`config.mk`:
```
export PLATFORM = sky130hd
export DESIGN_NAME = rtc_runcontrol_flat
export DESIGN_NICKNAME = d
export VERILOG_FILES = /design/src/rtl/rtc_runcontrol_if.sv /design/src/rtl/rtc_runcontrol.sv /design/src/flat_wrapper.sv
export SDC_FILE = /design/constraint.sdc
export NUM_CORES = 1
export LEC_CHECK = 0
export ABC_AREA = 1
export CELL_PAD_IN_SITES_DETAIL_PLACEMENT = 0
export CELL_PAD_IN_SITES_GLOBAL_PLACEMENT = 2
export CORE_ASPECT_RATIO = 0.9
export CORE_MARGIN = 3
export CORE_UTILIZATION = 32
export CTS_BUF_LIST = sky130_fd_sc_hd__clkbuf_4
export DETAILED_ROUTE_END_ITERATION = 10
export HOLD_SLACK_MARGIN = 0.05
export PLACE_DENSITY_LB_ADDON = 0.1
export SYNTH_ARGS = -nofsm -noshare
export SYNTH_HDL_FRONTEND = slang
export SYNTH_SLANG_ARGS = --single-unit
```
`constraint.sdc`:
```
create_clock -name i_sclk -period 1.6 [get_ports i_sclk]
set_input_delay 0.32 -clock i_sclk [delete_from_list [all_inputs] [get_ports i_sclk]]
set_output_delay 0.32 -clock i_sclk [all_outputs]
set_load 0.01 [all_outputs]
```
`src/rtl/rtc_runcontrol_if.sv`:
```
// Button inputs and run-control outputs between the stopwatch
// control block and the logic that drives or observes it.
interface rtc_runcontrol_if;
  logic       i_start_stop;
  logic       i_lap_reset;
  logic       o_count_enb;
  logic       o_count_init;
  logic       o_latch_count;
  logic [1:0] o_state;
  logic [3:0] o_lap_num;

  modport master (
    output i_start_stop,
    output i_lap_reset,
    input  o_count_enb,
    input  o_count_init,
    input  o_latch_count,
    input  o_state,
    input  o_lap_num
  );

  modport slave (
    input  i_start_stop,
    input  i_lap_reset,
    output o_count_enb,
    output o_count_init,
    output o_latch_count,
    output o_state,
    output o_lap_num
  );
endinterface

```
`src/rtl/rtc_runcontrol.sv`:
```
// Stopwatch run/lap/clear sequencer: per-button synchronizer and debouncer
// feeding an IDLE/RUN/LAP/STOP state machine with registered outputs.
module rtc_runcontrol #(
  parameter int DEBOUNCE_CYCLES = 1_000_000
) (
  input  logic                i_sclk,
  input  logic                i_reset,
  rtc_runcontrol_if.slave     bus
);

  localparam int CW = $clog2(DEBOUNCE_CYCLES + 1);

  typedef enum logic [1:0] {
    IDLE = 2'b00,
    RUN  = 2'b01,
    LAP  = 2'b10,
    STOP = 2'b11
  } state_t;

  logic [1:0] raw;
  logic [1:0] press;

  assign raw = {bus.i_lap_reset, bus.i_start_stop};

  // Index 0 is start/stop, index 1 is lap/reset.
  genvar gi;
  generate
    for (gi = 0; gi < 2; gi++) begin : g_btn
      logic          sync1_q;
      logic          sync2_q;
      logic          deb_q;
      logic          deb_d;
      logic          deb_prev_q;
      logic [CW-1:0] cnt_q;
      logic [CW-1:0] cnt_d;

      // Counter runs only while the synchronized level disagrees with the
      // debounced one; the flip happens on the edge after it reaches the limit.
      always_comb begin
        deb_d = deb_q;
        cnt_d = '0;
        if (sync2_q != deb_q) begin
          if (cnt_q == CW'(DEBOUNCE_CYCLES)) begin
            deb_d = ~deb_q;
          end else begin
            cnt_d = cnt_q + CW'(1);
          end
        end
      end

      always_ff @(posedge i_sclk) begin
        if (i_reset) begin
          sync1_q    <= 1'b0;
          sync2_q    <= 1'b0;
          deb_q      <= 1'b0;
          deb_prev_q <= 1'b0;
          cnt_q      <= '0;
        end else begin
          sync1_q    <= raw[gi];
          sync2_q    <= sync1_q;
          deb_q      <= deb_d;
          deb_prev_q <= deb_q;
          cnt_q      <= cnt_d;
        end
      end

      assign press[gi] = deb_q & ~deb_prev_q;
    end
  endgenerate

  state_t     state_q, state_d;
  logic [3:0] lap_q, lap_d;
  logic       init_q, init_d;
  logic       enb_q, enb_d;
  logic       latch_q, latch_d;
  logic       ss_evt, lr_evt;

  // A start/stop press masks a lap/reset press arriving in the same cycle.
  assign ss_evt = press[0];
  assign lr_evt = press[1] & ~press[0];

  always_comb begin
    state_d = state_q;
    lap_d   = lap_q;
    init_d  = 1'b0;
    case (state_q)
      IDLE: begin
        if (ss_evt) begin
          state_d = RUN;
        end else if (lr_evt) begin
          init_d = 1'b1;
          lap_d  = 4'd0;
        end
      end
      RUN: begin
        if (ss_evt) begin
          state_d = STOP;
        end else if (lr_evt) begin
          state_d = LAP;
          lap_d   = lap_q + 4'd1;
        end
      end
      LAP: begin
        if (ss_evt) begin
          state_d = STOP;
        end else if (lr_evt) begin
          state_d = RUN;
        end
      end
      STOP: begin
        if (ss_evt) begin
          state_d = RUN;
        end else if (lr_evt) begin
          state_d = IDLE;
          init_d  = 1'b1;
          lap_d   = 4'd0;
        end
      end
      default: state_d = IDLE;
    endcase
    enb_d   = (state_d == RUN) || (state_d == LAP);
    latch_d = (state_d == LAP);
  end

  always_ff @(posedge i_sclk) begin
    if (i_reset) begin
      state_q <= IDLE;
      lap_q   <= 4'd0;
      init_q  <= 1'b0;
      enb_q   <= 1'b0;
      latch_q <= 1'b0;
    end else begin
      state_q <= state_d;
      lap_q   <= lap_d;
      init_q  <= init_d;
      enb_q   <= enb_d;
      latch_q <= latch_d;
    end
  end

  assign bus.o_count_enb   = enb_q;
  assign bus.o_count_init  = init_q;
  assign bus.o_latch_count = latch_q;
  assign bus.o_state       = state_q;
  assign bus.o_lap_num     = lap_q;

endmodule
```
`src/flat_wrapper.sv`:
```
// flat-port wrapper written by rule: the top's interface ports become plain ports
module rtc_runcontrol_flat 
#(
  parameter int DEBOUNCE_CYCLES = 1_000_000
)
  (i_sclk, i_reset, bus_i_start_stop, bus_i_lap_reset, bus_o_count_enb, bus_o_count_init, bus_o_latch_count, bus_o_state, bus_o_lap_num);
  rtc_runcontrol_if bus_i ();
  input  logic i_sclk;
  input  logic i_reset;
  input wire logic [$bits(bus_i.i_start_stop)-1:0] bus_i_start_stop;
  input wire logic [$bits(bus_i.i_lap_reset)-1:0] bus_i_lap_reset;
  output wire logic [$bits(bus_i.o_count_enb)-1:0] bus_o_count_enb;
  output wire logic [$bits(bus_i.o_count_init)-1:0] bus_o_count_init;
  output wire logic [$bits(bus_i.o_latch_count)-1:0] bus_o_latch_count;
  output wire logic [$bits(bus_i.o_state)-1:0] bus_o_state;
  output wire logic [$bits(bus_i.o_lap_num)-1:0] bus_o_lap_num;
  assign bus_i.i_start_stop = bus_i_start_stop;
  assign bus_i.i_lap_reset = bus_i_lap_reset;
  assign bus_o_count_enb = bus_i.o_count_enb;
  assign bus_o_count_init = bus_i.o_count_init;
  assign bus_o_latch_count = bus_i.o_latch_count;
  assign bus_o_state = bus_i.o_state;
  assign bus_o_lap_num = bus_i.o_lap_num;
  rtc_runcontrol #(.DEBOUNCE_CYCLES(DEBOUNCE_CYCLES)) u_core (.i_sclk(i_sclk), .i_reset(i_reset), .bus(bus_i));
endmodule
```
==> impl_metrics.toml, run 1 <==
[power]
power_density_mw_per_mm2 = 672
leakage_nw = 1.22
seq_power_share_pct = 60.8
swShare_pct = 24.1
intPower_mw = 1.78
p_sw_mw = 0.565
p_comb_share_pct = 2.2
ir_drop_v = 0.000386
p_clk_share_pct = 37.1

[finish]
area_growth_pct = 21.4
nets = 476
stdcell_area_mm2 = 0.00349
multi_input_area_mm2 = 0.00159
n_antenna_cell = 0
nFillCells = 958
layout_commonest_cell = "nor2_1"
drive_gt1_share_pct = 14.3
seq_area_mm2 = 0.00115
final_cell_mix = "nor2_1, nand2_1, dfxtp_1, inv_1, nand3_1"

[die]
rows = 32
die_h_um = 95.9
die_area_mm2 = 0.0102
initial_core_util_pct = 33.2
io_pins = 13
fp.coreArea_mm2 = 0.00865
die_width_um = 106

[drt]
wl_per_cell_um = 11.8
avgViaCountPerCell = 4.40
dr.pass1.iters = 4
drc = 0
via_count = 2579
routed_wl_um = 6890
ant_nets = 0
dr.first_iter.drc_count = 128

[setup_path]
required_ns = 1.95
crit_type = "reg2reg"
crit_fanout = 3
worstPathArrival_ns = 1.91
timing.critical_path.to_type = "flop"
crit_path_start_kind = "flop"

[sta]
max_freq_mhz = 640
max_slew_margin_pct = 75.9
hold_ws_ns = 0.397
rsz0062_at_grt = "true"
finalSetupViolCount = 0
fin_crit_ns = 1.56
slew_viol_final = 0
finalClockSkew_ns = 0.0148
finalHoldViolCount = 0
fin_crit_sh_pct = 97.6
tightest_slew_ns = 0.360

[place]
portBuffers = 12
postPlaceCellArea_mm2 = 0.00327
routabilityCongestion = 0.752
hpwl_um = 5030

[global_route]
track_usage_pct = 14.4
grt_pass1_vias = 2468
grt_max_degree = 21
grt_overflow = 0
antenna_found_initial = 0
grt_first_pass_wirelength_um = 11500

[cts]
numCtsBuffers = 9
cts-root-buf = "clkbuf_4"
h-tree-depth = 3
cts_tree = "built"
cts.clk_slew.worst_paths_ns = 0.11
insertion_delay_ns = 0.40
cts.sink_count = 57
cts_buffer_depth = 2
cts_hold_buffers = 0

[synthesis]
yosys-top-cells-area = "dfxtp_1, nor2_1, nand2_1"
syn_inst = 420
synth_top_cell_area_share_pct = 39.7
synth.cell_area_mm2 = 0.00288
synth_seq_cells = 57
syn_nets = 434
yosys_warnings = 0
yosys.area.top_type = "dfxtp_1"
yosysSeqAreaShare_pct = 39.7
synth.avg_cell_area_um2 = 6.85
netlist-cell-type-count = 29

[hold_path]
holdCritPathClass = "reg2reg"

[flow_run]
maxCapViolations = 0

[status]
outcome = "complete, no violations"
-- sequential cells by signal, summed over array words and instances, names as in the netlist --
signal                    cells
u_core.g_btn.sync1_q          2
u_core.bus.o_count_enb        1
u_core.g_btn.deb_q            2
u_core.bus.o_lap_num          4
u_core.g_btn.cnt_q           40
u_core.bus.o_latch_count      1
u_core.g_btn.deb_prev_q       2
u_core.bus.o_count_init       1
u_core.bus.o_state            2
u_core.g_btn.sync2_q          2
-- cell type report --
| class | instances | area share [%] |
|---|---|---|
| clock buffer | 11 | 2.37 |
| clock inverter | 5 | 0.645 |
| inverter | 51 | 5.56 |
| multi-input combinational | 308 | 45.6 |
| sequential | 57 | 32.9 |
| tap | 119 | 4.27 |
| timing repair buffer | 35 | 8.64 |
-- what timing repair did --
item	CTS	global route
gates resized for setup	16	15
pin swaps	1	7
buffers inserted	1	3
endpoints found under the setup margin	11	25
-- per-stage QoR --
step | util, % | power [mW] | setup TNS, ns | worst slack [ns] | instances
2_1_floorplan | - | 1.49 | 0 | 0.00404 | 420
3_3_place_gp | 37.9 | 1.51 | 0 | 0.0343 | 566
3_5_place_dp | 37.9 | 1.51 | -0.0359 | -0.0359 | 566
4_1_cts | 39.2 | 2.40 | 0 | 0.00385 | 583
5_1_grt | 40.4 | 2.47 | -0.0524 | -0.0491 | 586
6_report | 40.4 | 2.35 | 0 | 0.0380 | 586
-- critical path: stages, from the launching register on --
cell      delay (ns)
dfxtp_2         0.36
buf_6           0.11
inv_4           0.04
ha_4            0.16
nand3b_1        0.17
o211ai_1        0.33
ha_4            0.25
nor2_1          0.08
-- power by group through the flow --
stage	registers [mW]	clock network, mW	logic (mW)
4_1_cts	1.43	0.924	0.0505
3_5_place_dp	1.46	0	0.0505
5_1_grt	1.43	0.983	0.0576
3_3_place_gp	1.46	0	0.0505
2_1_floorplan	1.46	0	0.0257
6_report	1.43	0.870	0.0504
-- layer usage --
metal | part of all wire [%] | up-vias | global-route usage (%)
li1 | - | 1397 | -
met4 | 1.5 | 0 | 5.50
met1 | 54 | 1139 | 20.4
met2 | 41 | 32 | 20.8
met5 | 0 | - | 0
met3 | 3.5 | 11 | 3.76
-- cell usage after synthesis --
library cell and instances:
nand3_1 25, o211ai_1 1, nand2_4 1, clkbuf_1 1
nand3_2 4, a21oi_1 21, inv_1 49, o21a_1 1
nor2_4 1, and2_1 2, dfxtp_1 57, nand2_2 1
nand2_1 92, nor2_2 4, xnor2_1 7, nor3_1 2
ha_1 10, or2_2 1, inv_2 2, a21oi_2 2
or2_0 1, nand3b_1 4, nor2_1 100, o21ai_0 10
buf_6 1, nand4_1 7, o21bai_1 1, buf_2 2
xor2_1 10
-- logic make-up after synthesis --
group / count (synthesis) / share of synthesized area [%]
DFF: 57 / 39.7
buffers and inverters: 55 / 7.53
and+or+nand+nor: 245 / 36.5
AOI/OAI and AO/OA: 36 / 6.79
adders and majority gates: 10 / 4.35
xor gates and xnor gates: 17 / 5.18
-- final timing paths --
check / end / depth (start not counted) / slack, ns / start
worst max-delay path: u_core.bus.o_count_enb / 7 / 0.04 / u_core.bus.o_state[0]
worst min register to register: u_core.g_btn[0].sync2_q / 2 / 0.40 / u_core.g_btn[0].sync1_q
worst min-delay path: u_core.g_btn[0].sync2_q / 2 / 0.40 / u_core.g_btn[0].sync1_q
worst max register to register: u_core.bus.o_count_enb / 7 / 0.04 / u_core.bus.o_state[0]
(Power assumes the default switching activity.)
==> run 2: changes to the inputs <==
--- a/config.mk
+++ b/config.mk
@@ -10,7 +10,7 @@
 export CELL_PAD_IN_SITES_GLOBAL_PLACEMENT = 2
 export CORE_ASPECT_RATIO = 0.9
 export CORE_MARGIN = 3
-export CORE_UTILIZATION = 32
+export CORE_UTILIZATION = 30
 export CTS_BUF_LIST = sky130_fd_sc_hd__clkbuf_4
 export DETAILED_ROUTE_END_ITERATION = 10
 export HOLD_SLACK_MARGIN = 0.05
==> impl_metrics.toml, run 2 (same netlist as run 1, synthesis figures left out) <==
[sta]
slew_viol_final = 0
worst_slack_ns = 0.0664
rsz0062_at_grt = "true"
tightest_slew_ns = 0.403
max_freq_mhz = 652
fin_crit_sh_pct = 95.8
finalClockSkew_ns = 0.0113
finalSetupViolCount = 0
max_slew_margin_pct = 73.0
finalHoldViolCount = 0
fin_crit_ns = 1.53

[place]
dp.cells = 573
routabilityCongestion = 0.743
portBuffers = 12
post-place-ws_ns = -0.0240
postPlaceCellArea_mm2 = 0.00331
hpwl_um = 5130

[setup_path]
rr_worst_depth = 7
r2r_slack_ns = 0.07
worstPathArrival_ns = 1.89
crit_type = "reg2reg"
required_ns = 1.95
worstSetupStartpoint = "u_core.bus.o_state[0]"
crit_path_start_kind = "flop"
r2r_start = "u_core.bus.o_state[0]"
crit_fanout = 3
timing.critical_path.to_type = "flop"
r2r_end = "u_core.bus.o_count_enb"
critPathCapture = "u_core.bus.o_count_enb"

[finish]
final_cell_mix = "nor2_1, nand2_1, dfxtp_1, inv_1, nand3_1"
nets = 478
largest_reg_flops = 40
layout_commonest_cell = "nor2_1"
regMostFlops = "u_core.g_btn.cnt_q"
nFillCells = 1006
n_antenna_cell = 0
drive_gt1_share_pct = 14.9
area_growth_pct = 22.7
stdcell_area_mm2 = 0.00353
instances_no_fill = 591

[cts]
cts_tree = "built"
cts.sink_count = 57
cts.clk_slew.worst_paths_ns = 0.11
h-tree-depth = 3
insertion_delay_ns = 0.40
cts-root-buf = "clkbuf_4"
numCtsBuffers = 9
cts_hold_buffers = 0
cts_buffer_depth = 2

[drt]
routed_wl_um = 6880
via_count = 2572
ant_nets = 0
dr.first_iter.drc_count = 110
avgViaCountPerCell = 4.35
dr.pass1.iters = 4
wl_per_cell_um = 11.6
drc = 0

[power]
p_clk_share_pct = 41.9
intPower_mw = 1.92
p_comb_share_pct = 2.0
ir_drop_v = 0.000374
swShare_pct = 24.7
leakage_nw = 1.22
seq_power_share_pct = 56.1
power_density_mw_per_mm2 = 721
p_sw_mw = 0.627

[global_route]
antenna_found_initial = 0
grt_first_pass_wirelength_um = 11600
track_usage_pct = 13.7
grt_max_degree = 21
grt_pass1_vias = 2429
grt_overflow = 0

[die]
io_pins = 13
initial_core_util_pct = 31.2
fp.coreArea_mm2 = 0.00921
die_h_um = 98.9
die_area_mm2 = 0.0108
die_width_um = 109
rows = 33

[hold_path]
hold_depth = 2
holdCritPathClass = "reg2reg"

[status]
outcome = "complete, no violations"

[flow_run]
maxCapViolations = 0
==> run 2: changes by cell type in the layout (fill, tap and decap cells not counted), moves of 2 or more <==
cell,delta
clkinvlp_4,+3
buf_4,+2
clkbuf_4,-2
clkinv_1,-2
==> run 2: worst min path at each step <==
stage,startpoint,endpoint,slack (ns)
global placement,u_core.g_btn[0].sync1_q,u_core.g_btn[0].sync2_q,0.39
floorplan,u_core.g_btn[0].sync1_q,u_core.g_btn[0].sync2_q,0.39
finish,u_core.g_btn[1].sync1_q,u_core.g_btn[1].sync2_q,0.41
global route,bus_i_start_stop,u_core.g_btn[0].sync1_q,0.38
detailed placement,u_core.g_btn[1].sync1_q,u_core.g_btn[1].sync2_q,0.40
CTS,bus_i_lap_reset,u_core.g_btn[1].sync1_q,0.38
==> run 2: routing by layer <==
layer	GRT usage, %	routed length [µm]
met2	18.5	2680
met5	0	0
met4	5.18	110
met1	20.4	3870
met3	3.93	217
==> run 2: area by class of cell <==
| cell class | count | area, µm² | share of cell area, % |
|---|---|---|---|
| multi-input cells | 308 | 1580 | 44.8 |
| flip-flops and latches | 57 | 1150 | 32.6 |
| repair buffers | 37 | 313 | 8.87 |
| inverters | 51 | 194 | 5.50 |
| well taps | 122 | 153 | 4.33 |
| clock inverters | 7 | 71.3 | 2.02 |
| clock buffers | 9 | 67.6 | 1.92 |
==> run 2: power groups by stage <==
stage               sequential, mW  combinational, mW  clock, mW
global placement              1.46             0.0509          0
floorplan                     1.46             0.0257          0
CTS                           1.43             0.0512       1.12
detailed placement            1.46             0.0511          0
finish                        1.43             0.0509       1.07
global route                  1.43             0.0571       1.19
==> run 2: per-stage QoR <==
| stage | hold WS, ns | power, mW | setup TNS (ns) | utilization (%) |
|---|---|---|---|---|
| after floorplan | 0.388 | 1.49 | 0 | - |
| after CTS | 0.384 | 2.60 | 0 | 37.5 |
| after global routing | 0.380 | 2.67 | -0.0487 | 38.3 |
| final | 0.409 | 2.54 | 0 | 38.3 |
| after global placement | 0.392 | 1.51 | 0 | 35.9 |
| after detailed placement | 0.396 | 1.51 | -0.0240 | 35.9 |
==> run 2: what timing repair did <==
item | in CTS | in global routing
setup endpoints to repair | 10 | 35
pin swaps | 1 | 5
endpoints found under the hold margin | 0 | 0
buffers inserted | 1 | 1
gates resized for setup | 15 | 15
==> run 2: critical path, cell delays in order, from the launching register on <==
cell	delay (ns)
dfxtp_2	0.35
buf_6	0.11
inv_4	0.04
ha_4	0.16
nand3b_1	0.18
o211ai_1	0.28
ha_1	0.28
nor2_1	0.08
